<file path="src/rtl/exe_mem_pipe_reg.sv">
// EXE->MEM pipeline register with a two-entry skid buffer, freeze and flush.
// in_ready depends only on Freeze and the registered state, so downstream stalls never reach upstream combinationally.
module exe_mem_pipe_reg #(
    parameter int DATA_W = 32,
    parameter int DEST_W = 4
) (
    input  logic              clk,
    input  logic              rst,
    input  logic              Freeze,
    input  logic              Flush,
    input  logic              in_valid,
    output logic              in_ready,
    input  logic              MEM_R_EN_in,
    input  logic              MEM_W_EN_in,
    input  logic              WB_EN_in,
    input  logic [DEST_W-1:0] Dest_in,
    input  logic [DATA_W-1:0] ALU_Res_in,
    input  logic [DATA_W-1:0] Val_Rm_in,
    output logic              out_valid,
    input  logic              out_ready,
    output logic              MEM_R_EN_out,
    output logic              MEM_W_EN_out,
    output logic              WB_EN_out,
    output logic [DEST_W-1:0] Dest_out,
    output logic [DATA_W-1:0] ALU_Res_out,
    output logic [DATA_W-1:0] Val_Rm_out,
    output logic [1:0]        occupancy
);

    // state | meaning
    // EMPTY | no entries held
    // ONE   | main (head) entry valid
    // FULL  | main and skid valid; skid is the younger entry
    typedef enum logic [1:0] {
        EMPTY = 2'd0,
        ONE   = 2'd1,
        FULL  = 2'd2
    } state_t;

    typedef struct packed {
        logic              mem_r_en;
        logic              mem_w_en;
        logic              wb_en;
        logic [DEST_W-1:0] dest;
        logic [DATA_W-1:0] alu_res;
        logic [DATA_W-1:0] val_rm;
    } entry_t;

    state_t state;
    state_t state_nxt;
    entry_t main_q;
    entry_t skid_q;
    entry_t in_entry;
    logic   accept;
    logic   emit;
    logic   load_main_in;
    logic   load_main_skid;
    logic   load_skid_in;

    assign in_entry = '{mem_r_en: MEM_R_EN_in, mem_w_en: MEM_W_EN_in, wb_en: WB_EN_in,
                        dest: Dest_in, alu_res: ALU_Res_in, val_rm: Val_Rm_in};

    assign in_ready  = ~Freeze & (state != FULL);
    assign out_valid = ~Freeze & (state != EMPTY);
    assign accept    = in_valid & in_ready;
    assign emit      = out_valid & out_ready;

    always_ff @(posedge clk or posedge rst) begin
        if (rst) begin
            state <= EMPTY;
        end else begin
            state <= state_nxt;
        end
    end

    // Freeze needs no explicit term: it forces accept and emit low, so everything holds.
    always_comb begin
        state_nxt      = state;
        load_main_in   = 1'b0;
        load_main_skid = 1'b0;
        load_skid_in   = 1'b0;
        if (Flush) begin
            state_nxt = EMPTY;
        end else begin
            case (state)
                EMPTY: begin
                    if (accept) begin
                        state_nxt    = ONE;
                        load_main_in = 1'b1;
                    end
                end
                ONE: begin
                    if (accept && emit) begin
                        load_main_in = 1'b1;
                    end else if (accept) begin
                        state_nxt    = FULL;
                        load_skid_in = 1'b1;
                    end else if (emit) begin
                        state_nxt = EMPTY;
                    end
                end
                FULL: begin
                    if (emit) begin
                        state_nxt      = ONE;
                        load_main_skid = 1'b1;
                    end
                end
                default: state_nxt = EMPTY;
            endcase
        end
    end

    always_ff @(posedge clk or posedge rst) begin
        if (rst) begin
            main_q <= '0;
            skid_q <= '0;
        end else begin
            if (load_main_in) begin
                main_q <= in_entry;
            end else if (load_main_skid) begin
                main_q <= skid_q;
            end
            if (load_skid_in) begin
                skid_q <= in_entry;
            end
        end
    end

    // Control bits are gated so a flushed or frozen head can never trigger a memory access.
    assign MEM_R_EN_out = out_valid & main_q.mem_r_en;
    assign MEM_W_EN_out = out_valid & main_q.mem_w_en;
    assign WB_EN_out    = out_valid & main_q.wb_en;
    assign Dest_out     = main_q.dest;
    assign ALU_Res_out  = main_q.alu_res;
    assign Val_Rm_out   = main_q.val_rm;
    assign occupancy    = state;

endmodule

</file>
<file path="config.mk">
export PLATFORM = sky130hd
export DESIGN_NAME = exe_mem_pipe_reg
export DESIGN_NICKNAME = d
export VERILOG_FILES = /design/src/rtl/exe_mem_pipe_reg.sv
export SDC_FILE = /design/constraint.sdc
export NUM_CORES = 1
export LEC_CHECK = 0
export BUFFER_PORTS_ARGS = -buffer_cell sky130_fd_sc_hd__clkbuf_2
export CORE_MARGIN = 4
export CORE_UTILIZATION = 40
export DETAILED_ROUTE_END_ITERATION = 8
export GPL_ROUTABILITY_DRIVEN = 1
export HOLD_SLACK_MARGIN = 0.15
export PLACE_DENSITY = 0.63
export SKIP_CTS_REPAIR_TIMING = 1
export SLEW_MARGIN = 25
export SYNTH_ARGS = -nofsm -noshare
export SYNTH_HDL_FRONTEND = slang
export SYNTH_SLANG_ARGS = --single-unit
export TNS_END_PERCENT = 20
</file>
<file path="constraint.sdc">
create_clock -name clk -period 6.26 [get_ports clk]
set_clock_uncertainty 0.05 [all_clocks]
set_input_delay 1.252 -clock clk [delete_from_list [all_inputs] [get_ports clk]]
set_output_delay 1.252 -clock clk [all_outputs]
set_load 0.03 [all_outputs]
</file>
**Word-level counts from Yosys, hierarchy flattened**

Index checks and enable logic that the tools add are counted.

- Bitwise gates (word level): 8
- Add/sub/neg operators: 0
- Muxes and demuxes: 19
- Multipliers: 0
- Shift operators: 0
- $lt $le $gt $ge: 0
- Eq/ne operators: 7
- Divide/modulo/power cells: 0
- Reduce and logical (&&, ||, !) cells: 5

Operators by type and width:

| kind | number |
|---|---|
| $mux W71 | 2 |
| $mux W2 | 6 |
| $mux W1 | 9 |
| $ne A3 B3 Y1 const B | 3 |
| $and A1 B1 Y1 | 7 |
| $pmux W2 S3 | 1 |
| $ne A4 B4 Y1 const B | 1 |
| $reduce_and A4 Y1 | 1 |
| $reduce_bool A2 Y1 | 2 |
| $eq A2 B1 Y1 const B | 1 |
| $eq A2 B2 Y1 const B | 1 |
| $logic_not A2 Y1 | 1 |
| $ne A2 B2 Y1 const B | 1 |
| $pmux W1 S2 | 1 |
| $logic_and A1 B1 Y1 | 1 |
| $not A1 Y1 | 1 |

- Bits in registers: 144
- Input bits: 77
- Bits in latches: 0
- Memory bits (writable): 0
- Memories: 0
- Logic and storage cells: 52
- Output and inout bits: 75
- Memory bits (read-only): 0

**Longest topological paths before layout**

Gate-level depths: netlist of the first run.

- Depth in word-level cells: 8
- Depth in mapped cells: 6
- Mapped depth without buffers: 3

**Worst setup path before layout of the first run**

Ideal clock, no wire load.

- Kind: input port to output port
- From: in Freeze
- To: out MEM_R_EN_out
- Required time: 4958 ps
- Path buffers: 1
- Data arrival time: 2246 ps
- Stages: 3
- Slack: 2712 ps
- Cells stage by stage: buf_6 -> nor2_1 -> and2_1

- Word-level cells in the longest chain between the ends: 3

RTL lines:

| item | line | source |
|---|---|---|
| start: declaration | 9 | `input logic Freeze,` |
| $not A1 Y1 | 64 | `assign out_valid = ~Freeze & (state != EMPTY);` |
| $and A1 B1 Y1 | 64 |  |
| via out_valid | 19 | `output logic out_valid,` |
| $and A1 B1 Y1 | 130 | `assign MEM_R_EN_out = out_valid & main_q.mem_r_en;` |
| end: declaration | 21 | `output logic MEM_R_EN_out,` |

The timed path passes the listed nets, and every way through them passes these cells.

**Worst setup path after layout of the first run**

- From: in Freeze
- To: out WB_EN_out

- Word-level cells in the longest chain between the ends: 3

RTL lines:

| item | line | source |
|---|---|---|
| $not A1 Y1 | 64 |  |
| $and A1 B1 Y1 | 64 |  |
| $and A1 B1 Y1 | 132 | `assign WB_EN_out = out_valid & main_q.wb_en;` |
| end: declaration | 23 | `output logic WB_EN_out,` |

No other way between the ends.

==> results of run 1 <==
[state kept, by name (all words and copies together), names as in the netlist]
name,cells
occupancy,2
main_q,3
Val_Rm_out,32
ALU_Res_out,32
skid_q,71
Dest_out,4
[kinds of logic (layout without fill, tap and decap cells)]
logic type             Yosys count  in the layout
AND/OR/NAND/NOR                159            159
flip-flops                     144            144
AO/OA/AOI/OAI                  146            146
multiplexers                    72             72
buffers and inverters          133            190
XOR/XNOR                         1              1
[per-stage QoR]
stage,instance area [um2],hold slack (ps),utilization,std cells,power (mW)
2_1_floorplan,7150,429,-,655,1.71
3_3_place_gp,7220,437,0.415,907,1.75
3_5_place_dp,7220,443,0.415,907,1.77
4_1_cts,7790,456,0.447,937,2.75
5_1_grt,7790,461,0.447,937,2.85
6_report,7790,455,0.447,937,2.72
[worst paths after layout]
kind                                          start                      to  slack [ps]  depth (start not counted)
setup / recovery                             Freeze               WB_EN_out        2820                          4
hold / removal               skid_q[32]$_DFFE_PP0P_  skid_q[32]$_DFFE_PP0P_         460                          1
setup reg to reg           occupancy[0]$_DFFE_PP0P_  skid_q[43]$_DFFE_PP0P_        3260                          4
hold reg to reg              skid_q[32]$_DFFE_PP0P_  skid_q[32]$_DFFE_PP0P_         460                          1
max in group asynchronous                       rst  skid_q[25]$_DFFE_PP0P_        4240                          3
min in group asynchronous                       rst  skid_q[49]$_DFFE_PP0P_         910                          2
[area by class of cell]
cell class / instances / area [um2] / share of cell area
multi-input combinational: 378 / 2510 / 0.323
clock buffer: 25 / 515 / 0.0662
clock inverter: 5 / 52.6 / 0.00675
sequential: 144 / 3600 / 0.463
timing repair buffer: 158 / 808 / 0.104
inverter: 2 / 15.0 / 0.00193
tap: 225 / 282 / 0.0361
[where the power goes]
| part | switching, mW | internal (mW) | leakage (nW) |
|---|---|---|---|
| registers | 0.0917 | 1.10 | 1.75 |
| logic | 0.355 | 0.197 | 1.43 |
| clock network | 0.369 | 0.604 | 0.281 |
| total | 0.816 | 1.90 | 3.46 |
[layer usage]
| layer | up-vias | part of all wire | routed length [um] | global-route usage |
|---|---|---|---|---|
| li1 | 2412 | - | - | - |
| met1 | 2656 | 0.45 | 7810 | 0.238 |
| met2 | 185 | 0.48 | 8380 | 0.287 |
| met3 | 21 | 0.058 | 1010 | 0.0394 |
| met4 | 0 | 0.017 | 302 | 0.0636 |
| met5 | - | 0 | 0 | 0 |
[Yosys cell counts (all sizes together)]
cell type and number:
nor2 3, or4b 2, xnor2 1, buf 113
and2b 1, nand2b 1, clkbuf 18, mux2i 1
nor2b 2, a21oi 2, nor3 71, mux2 71
inv 2, nand3 71, nand2 1, a31oi 71
or3 1, nand4bb 1, o21ai 73, and2 3
dfrtp 144, nor4b 2
[worst register-to-register path, stage by stage (launching register included)]
cell	delay, ps
dfrtp_1	550
and2b_2	220
buf_4	690
nand2_4	780
mux2_2	610
==> summary.md, run 1 <==
| Metric | Value |
|---|---|
| Status | `finished, final reports clean` |
| Setup ws final | `2820 ps` |
| Sequential cell area fraction in the yosys report | `0.504` |
| Crit-path max cell delay | `290 ps` |
| Core area | `0.0174 mm2` |
| Dominant cell type by area after synthesis | `dfrtp_1` |
| Longest Clk Path Bufs | `2` |
| FF+latch count, synth | `144` |
| Synth Area per Inst | `10.9 um2` |
| Initial DRC count | `333` |
| Gr usage total | `0.178` |
| Vias in the first global route | `5381` |
| Arrival @ worst endpoint | `2130 ps` |
| DP HPWL | `10200 um` |
| Power Density | `349 mW/mm2` |
| First-pass GRT wire length | `28600 um` |
| # rows | `48` |
| Final net count | `778` |
| Commonest cells after routing, fill and taps aside | `150 x clkbuf_2, 144 x dfrtp_1` |
| Wirelength per Cell | `18.7 um` |
| Leading cell type in the layout, fill and taps excluded | `clkbuf_2` |
| CP required | `4960 ps` |
| Xor and xnor area share after synthesis | `0.00123` |
| Synth Area in Compound Gates | `0.115` |
| Total CTS buffers | `17` |
| Simple-gate share of the synthesized area | `0.120` |
| Dominant cells by area after synthesis | `dfrtp_1 50%, mux2_2 11%, buf_4 7.4%, a31oi_1 6.2%, buf_6 6.0%` |
| Initial Util | `0.410` |
| Slowest CP cell | `nor2_1` |
| Die X | `142 um` |
| Path type of the worst min-delay path | `reg2reg` |
| Max-slew headroom | `0.323` |
| Mux contribution to synthesized area | `0.113` |
| Final wirelength | `17500 um` |
| Total gr overflow | `0` |
| Diode count | `0` |
| CTS tree | `done` |
| Syn-to-layout area delta | `8.96%` |
| Critical Path Fanout Max | `10` |
| Ys Warns | `0` |
| Synthesized cell area | `0.00715 mm2` |
| Root buffer cell | `clkbuf_16` |
| Detailed-route via count | `5274` |
| H-tree Lvls | `4` |
| Clock Pin Slew Worst Setup and Hold Paths | `50 ps` |
| Final Max Slew Viols | `0` |
| CP most frequent cell | `clkbuf_2` |
| TritonCTS Sinks | `144` |
| Setup Slack @ Placement | `2460 ps` |
| P_leak | `3.46 nW` |
| CP startpoint kind | `input port` |
| F_max | `0.291 GHz` |
| I/O pin cnt | `152` |
| RSZ-0062 raised after global routing | `no` |
| Tmin final | `3440 ps` |
| Antenna violations before repair | `0` |
| Largest net degree at the start of global routing | `104` |
| Worst path cell trace | `clkbuf_2, nor2_1, and2_1, clkbuf_2` |
| Part of the cycle the worst path needs | `0.549` |
| Layout cells sized above 1 | `0.375` |
| Post-Synth Adder-Cell Area | `0` |
| Post-route DRC | `0` |
| Setup TNS Final | `0 ps` |
| Yosys cell types | `26` |
| Area of the die | `0.0201 mm2` |
| Worst-Skew Late Latency | `410 ps` |
| # setup viols final | `0` |
| WP buf/inv | `2` |
| Worst-Margin Slew | `1020 ps` |
| Filler Cells Inserted | `1700` |
| Die height | `142 um` |
| CP Class | `in2out` |
| CP Capture Type | `output pin` |
| IO Port Bufs | `151` |
| Hold Vio Cnt, Final | `0` |
| Crit path max-delay family | `simple AND/OR/NAND/NOR gates` |
| MaxCap Viol Count | `0` |
| Mapped Cells | `655` |
| Vias per cell | `5.63` |
| Final ANT Viol Nets | `0` |
| Largest family of logic cells by synthesized area | `buffers and inverters` |
| IR drop worst, VDD | `178 uV` |
| Area fraction of the dominant cell type after synthesis | `0.504` |
| Gpl congestion | `0.742` |
| Synth Net Count | `732` |
| First-pass iteration count of the detailed router | `4` |
Power figures use the tool's default switching activity.
==> run 2: changes to the inputs <==
clock period = 3.5 ns   (was 6.26 ns; I/O delays follow)
==> run 2 against run 1 <==
  * Core utilization up 0.40 points
  * Critical path depth unchanged
  * Register-to-register slack worse by 2200 ps
  * Sequential share of layout area down 0.41 points
  * Largest power group unchanged
  * Combinational power up 81%
  * First-iteration DRC count down 9.3%
  * Clock power up 85%
  * Largest cell class unchanged
  * Cell count up 0.32%
  * Wire length up 1.5%
  * Critical endpoint is now MEM_W_EN_out
==> summary.md, run 2 (synthesized netlist as in run 1, its figures left out) <==
| Metric | Value |
|---|---|
| DP HPWL | `10200 um (about the same)` |
| CP most frequent cell | `nor2_1` |
| I/O pin cnt | `152 (unchanged)` |
| # rows | `48 (unchanged)` |
| Tmin final | `2560 ps` |
| TritonCTS Sinks | `144 (unchanged)` |
| P_leak | `3.45 nW (-0.31%)` |
| Final Max Slew Viols | `0 (unchanged)` |
| Total CTS buffers | `17 (unchanged)` |
| Initial Util | `0.410 (unchanged)` |
| Final ANT Viol Nets | `0 (unchanged)` |
| Diode count | `0 (unchanged)` |
| Final wirelength | `17800 um (+1.5%)` |
| Setup TNS Final | `0 ps (unchanged)` |
| Gpl congestion | `0.727 (-2.0%)` |
| Root buffer cell | `clkbuf_16` |
| Longest Clk Path Bufs | `2 (unchanged)` |
| H-tree Lvls | `4 (unchanged)` |
| Power Density | `628 mW/mm2 (+80%)` |
| RSZ-0062 raised after global routing | `no` |
| Post-route DRC | `0 (unchanged)` |
| Area of the die | `0.0201 mm2 (unchanged)` |
| IR drop worst, VDD | `326 uV (+83%)` |
| Gr usage total | `0.183 (+0.00522)` |
| Hold Vio Cnt, Final | `0 (unchanged)` |
| Syn-to-layout area delta | `9.92%` |
| Vias in the first global route | `5479 (+1.8%)` |
| Worst-Skew Late Latency | `420 ps (about the same)` |
| Leading cell type in the layout, fill and taps excluded | `clkbuf_2` |
| Most flops, register | `skid_q` |
| Antenna violations before repair | `0 (unchanged)` |
| Worst path cell trace | `nor2_1, nor2_1, and2_1, clkbuf_2` |
| Worst-Margin Slew | `931 ps (-85.2 ps)` |
| First-pass GRT wire length | `29500 um (+3.1%)` |
| Critical Path Fanout Max | `10 (unchanged)` |
| Status | `finished, final reports clean` |
| Die X | `142 um (unchanged)` |
| Fin util | `0.451 (+0.00395)` |
| Crit path max-delay family | `simple AND/OR/NAND/NOR gates` |
| Max-slew headroom | `0.380 (+0.0568)` |
| Layout cells sized above 1 | `0.380 (+0.00542)` |
| CP startpoint kind | `flip-flop` |
| Detailed-route via count | `5180 (-1.8%)` |
| Clock Pin Slew Worst Setup and Hold Paths | `60 ps (about the same)` |
| # setup viols final | `0 (unchanged)` |
| WP buf/inv | `1 (-1)` |
| Die height | `142 um (unchanged)` |
| Final net count | `779 (+0.13%)` |
| First-pass iteration count of the detailed router | `5 (+1)` |
| Largest net degree at the start of global routing | `145 (+39%)` |
| Slowest CP cell | `dfrtp_1` |
| Total gr overflow | `0 (unchanged)` |
| Arrival @ worst endpoint | `1810 ps (-320 ps)` |
| Max reg flops | `71 (unchanged)` |
| CP Class | `reg2out` |
| Core area | `0.0174 mm2 (unchanged)` |
| F_max | `0.391 GHz` |
| IO Port Bufs | `151 (unchanged)` |
| Part of the cycle the worst path needs | `0.731` |
| Path type of the worst min-delay path | `in2async` |
| CP required | `2750 ps (-2210 ps)` |
| MaxCap Viol Count | `0 (unchanged)` |
| CTS tree | `done` |
| Commonest cells after routing, fill and taps aside | `151 x clkbuf_2, 144 x dfrtp_1` |
| Initial DRC count | `302 (-9.3%)` |
| Crit-path max cell delay | `560 ps (+270 ps)` |
| Vias per cell | `5.51 (-2.1%)` |
| Wirelength per Cell | `18.9 um (+1.2%)` |
| CP Capture Type | `output pin` |
| Setup ws final | `941 ps (-1880 ps)` |
| Setup Slack @ Placement | `766 ps (-1690 ps)` |
-- run 2: changes by cell type in the layout (fill, tap and decap cells not counted), sizes merged --
cell,before,now
bufinv,1,2
clkbuf,175,170
clkinv,3,4
clkinvlp,1,7
-- run 2: area by class of cell --
class	count	area [um2]
clock buffer	19	453
tap	225	282
inverter	2	11.3
sequential	144	3600
fill	1672	9560
timing repair buffer	159	853
clock inverter	13	138
multi-input combinational	378	2520
-- run 2: power by group --
group          switching (mW)  internal, mW
Sequential              0.162          1.97
Clock                   0.719          1.08
Combinational           0.642         0.356
Total                    1.52          3.41
-- run 2: worst paths after layout --
kind                                               endpoint                startpoint  slack, ps  depth (start not counted)
worst max register to register  ALU_Res_out[22]$_DFFE_PP0P_  occupancy[0]$_DFFE_PP0P_       1040                          4
max in group asynchronous        ALU_Res_out[6]$_DFFE_PP0P_                       rst       2350                          3
worst max-delay path                           MEM_W_EN_out  occupancy[1]$_DFFE_PP0P_        940                          4
min in group clk                      skid_q[0]$_DFFE_PP0P_     skid_q[0]$_DFFE_PP0P_        460                          1
worst min-delay path                 skid_q[55]$_DFFE_PP0P_                       rst        430                          3
worst min register to register        skid_q[0]$_DFFE_PP0P_     skid_q[0]$_DFFE_PP0P_        460                          1
-- run 2: per-layer routing --
layer,part of all wire,global-route usage,vias up
met4,0.020,0.0657,0
met5,0,0,-
met3,0.061,0.0381,26
met2,0.50,0.309,188
met1,0.42,0.234,2557
li1,-,-,2409
-- run 2: metrics by stage --
| stage | hold slack, ps | total power, mW | area [um2] | instances |
|---|---|---|---|---|
| finish | 426 | 4.93 | 7860 | 940 |
| global route | 461 | 5.17 | 7860 | 940 |
| detailed placement | 442 | 3.17 | 7260 | 908 |
| global placement | 437 | 3.14 | 7260 | 908 |
| floorplan | 429 | 3.05 | 7150 | 655 |
| CTS | 457 | 4.98 | 7850 | 940 |
-- run 2: worst min-delay path: cells and delay by family --
kind     cells  cell delay [ps]
buf+inv      3              690
==> run 3: changes to the inputs <==
clock period = 2.55 ns   (was 3.5 ns; I/O delays follow)
==> run 3 against run 2 <==
  * Power grew 37%
  * First-iteration DRC count shrank 11%
  * Die area is the same
  * Via count grew 1.0%
  * Combinational power grew 38%
  * Worst setup slack lost 730 ps
  * Final area grew 1.1%
  * Wire length grew 1.1%
  * Non-clock buffer count grew 10
  * Critical path type unchanged
  * Largest cell class unchanged
  * Count of clock-buffer cells in the layout grew 3
  * Cell count grew 0.96%
  * Sequential share of layout area shrank 0.48 points
==> summary.md, run 3 (synthesized netlist as in run 1, its figures left out) <==
| Metric | Value |
|---|---|
| H-tree Lvls | `4 (unchanged)` |
| CP required | `1990 ps (-760 ps)` |
| # rows | `48 (unchanged)` |
| Hold WS | `149 ps (-276 ps)` |
| MaxCap Viol Count | `0 (unchanged)` |
| Worst path cell trace | `nor2_1, nor2_1, and2_1, clkbuf_2` |
| Part of the cycle the worst path needs | `0.918` |
| Max reg flops | `71 (unchanged)` |
| Initial Util | `0.410 (unchanged)` |
| IR drop worst, VDD | `502 uV (+54%)` |
| Wirelength per Cell | `18.9 um (about the same)` |
| Max-slew headroom | `0.497 (+0.118)` |
| Detailed-route via count | `5234 (+1.0%)` |
| CP Class | `reg2out` |
| Final wirelength | `17900 um (+1.1%)` |
| Initial DRC count | `268 (-11%)` |
| Gpl congestion | `0.738 (+1.6%)` |
| Worst-Margin Slew | `754 ps (-176 ps)` |
| Worst-Skew Late Latency | `410 ps (about the same)` |
| Diode count | `0 (unchanged)` |
| Syn-to-layout area delta | `11.1%` |
| Worst r2r dst | `ALU_Res_out[7]$_DFFE_PP0P_` |
| Post-route DRC | `0 (unchanged)` |
| Die X | `142 um (unchanged)` |
| Root buffer cell | `clkbuf_16` |
| R2R Path Start | `occupancy[0]$_DFFE_PP0P_` |
| Largest net degree at the start of global routing | `72 (-50%)` |
| Power Density | `852 mW/mm2 (+36%)` |
| Final ANT Viol Nets | `0 (unchanged)` |
| Register area | `0.00360 mm2 (unchanged)` |
| Layout cells sized above 1 | `0.385 (+0.00494)` |
| Final Max Slew Viols | `0 (unchanged)` |
| F_max | `0.427 GHz` |
| Hold Vio Cnt, Final | `0 (unchanged)` |
| Total CTS buffers | `17 (unchanged)` |
| Most flops, register | `skid_q` |
| Leading cell type in the layout, fill and taps excluded | `clkbuf_2` |
| Area of the die | `0.0201 mm2 (unchanged)` |
| I/O pin cnt | `152 (unchanged)` |
| Worst reg-to-reg path cell count | `5 (+1)` |
| DP HPWL | `10900 um (+6.7%)` |
| CP most frequent cell | `nor2_1` |
| CTS tree | `done` |
| Longest Clk Path Bufs | `2 (unchanged)` |
| CP startpoint kind | `flip-flop` |
| First-pass iteration count of the detailed router | `5 (unchanged)` |
| CP Capture Type | `output pin` |
| Filler Cells Inserted | `1671 (-0.060%)` |
| Gr usage total | `0.185 (+0.00187)` |
| Critical Path Fanout Max | `10 (unchanged)` |
| Path type of the worst min-delay path | `in2async` |
| R2r setup slk | `490 ps (-550 ps)` |
| RSZ-0062 raised after global routing | `no` |
| Core area | `0.0174 mm2 (unchanged)` |
| Die height | `142 um (unchanged)` |
| Crit-path max cell delay | `550 ps (about the same)` |
| Total gr overflow | `0 (unchanged)` |
| Multi-input logic area | `0.00251 mm2 (-0.35%)` |
| Status | `finished, final reports clean` |
| Final net count | `789 (+1.3%)` |
| Antenna violations before repair | `0 (unchanged)` |
| Slowest CP cell | `dfrtp_1` |
| Clock Pin Slew Worst Setup and Hold Paths | `60 ps (about the same)` |
| IO Port Bufs | `151 (unchanged)` |
| TritonCTS Sinks | `144 (unchanged)` |
| # setup viols final | `0 (unchanged)` |
| Vias per cell | `5.52 (about the same)` |
| Vias in the first global route | `5521 (+0.77%)` |
| Arrival @ worst endpoint | `1780 ps (-30 ps)` |
| Tmin final | `2340 ps` |
| Setup TNS Final | `0 ps (unchanged)` |
| Commonest cells after routing, fill and taps aside | `151 x clkbuf_2, 144 x dfrtp_1` |
| First-pass GRT wire length | `29500 um (about the same)` |
| P_leak | `3.53 nW (+2.4%)` |
[run 3: cell types whose count changed in the layout (fill, tap and decap cells not counted)]
cell and change:
buf_4 +8, clkinvlp_4 -4, buf_12 +2, clkbuf_1 +2, clkbuf_8 +1, nand2_4 +1, nand2_8 -1
[run 3: final cells by class]
cell class,instances,share of cell area
clock buffer,22,0.0597
clock inverter,9,0.0135
inverter,2,0.00142
multi-input combinational,378,0.316
sequential,144,0.454
tap,225,0.0354
timing repair buffer,169,0.120
[run 3: power breakdown]
group | leakage [nW] | internal (mW) | switching [mW]
Combinational | 1.50 | 0.496 | 0.882
Sequential | 1.75 | 2.70 | 0.223
Clock | 0.282 | 1.51 | 0.946
Total | 3.53 | 4.71 | 2.05
[run 3: critical path: cells and delay by family, from the launching register on]
family / cells / cell delay (ps)
and+or+nand+nor: 3 / 600
DFF: 1 / 550
buffers and inverters: 1 / 210
[run 3: worst max-delay path by stage]
stage | start | cells after the start | to
global placement | out_ready | 6 | Val_Rm_out[29]$_DFFE_PP0P_
detailed placement | out_ready | 6 | Val_Rm_out[24]$_DFFE_PP0P_
floorplan | rst | 1 | ALU_Res_out[0]$_DFFE_PP0P_
CTS | occupancy[1]$_DFFE_PP0P_ | 4 | MEM_W_EN_out
global route | occupancy[1]$_DFFE_PP0P_ | 4 | MEM_W_EN_out
finish | occupancy[1]$_DFFE_PP0P_ | 4 | MEM_W_EN_out
[run 3: routing by layer]
metal | global-route usage | vias up | part of all wire
met1 | 0.244 | 2632 | 0.44
met4 | 0.0717 | 0 | 0.019
met2 | 0.301 | 152 | 0.49
li1 | - | 2426 | -
met5 | 0 | - | 0
met3 | 0.0377 | 24 | 0.049
[run 3: metrics by stage]
| step | cell area, um2 | instances | utilization | power, mW | setup WS, ps |
|---|---|---|---|---|---|
| 3_5_place_dp | 7360 | 918 | 0.423 | 4.36 | 314 |
| 6_report | 7940 | 949 | 0.456 | 6.76 | 209 |
| 4_1_cts | 7940 | 949 | 0.456 | 6.83 | 158 |
| 5_1_grt | 7940 | 949 | 0.456 | 7.10 | 44.5 |
| 3_3_place_gp | 7360 | 918 | 0.423 | 4.32 | 365 |
| 2_1_floorplan | 7150 | 655 | - | 4.19 | 185 |
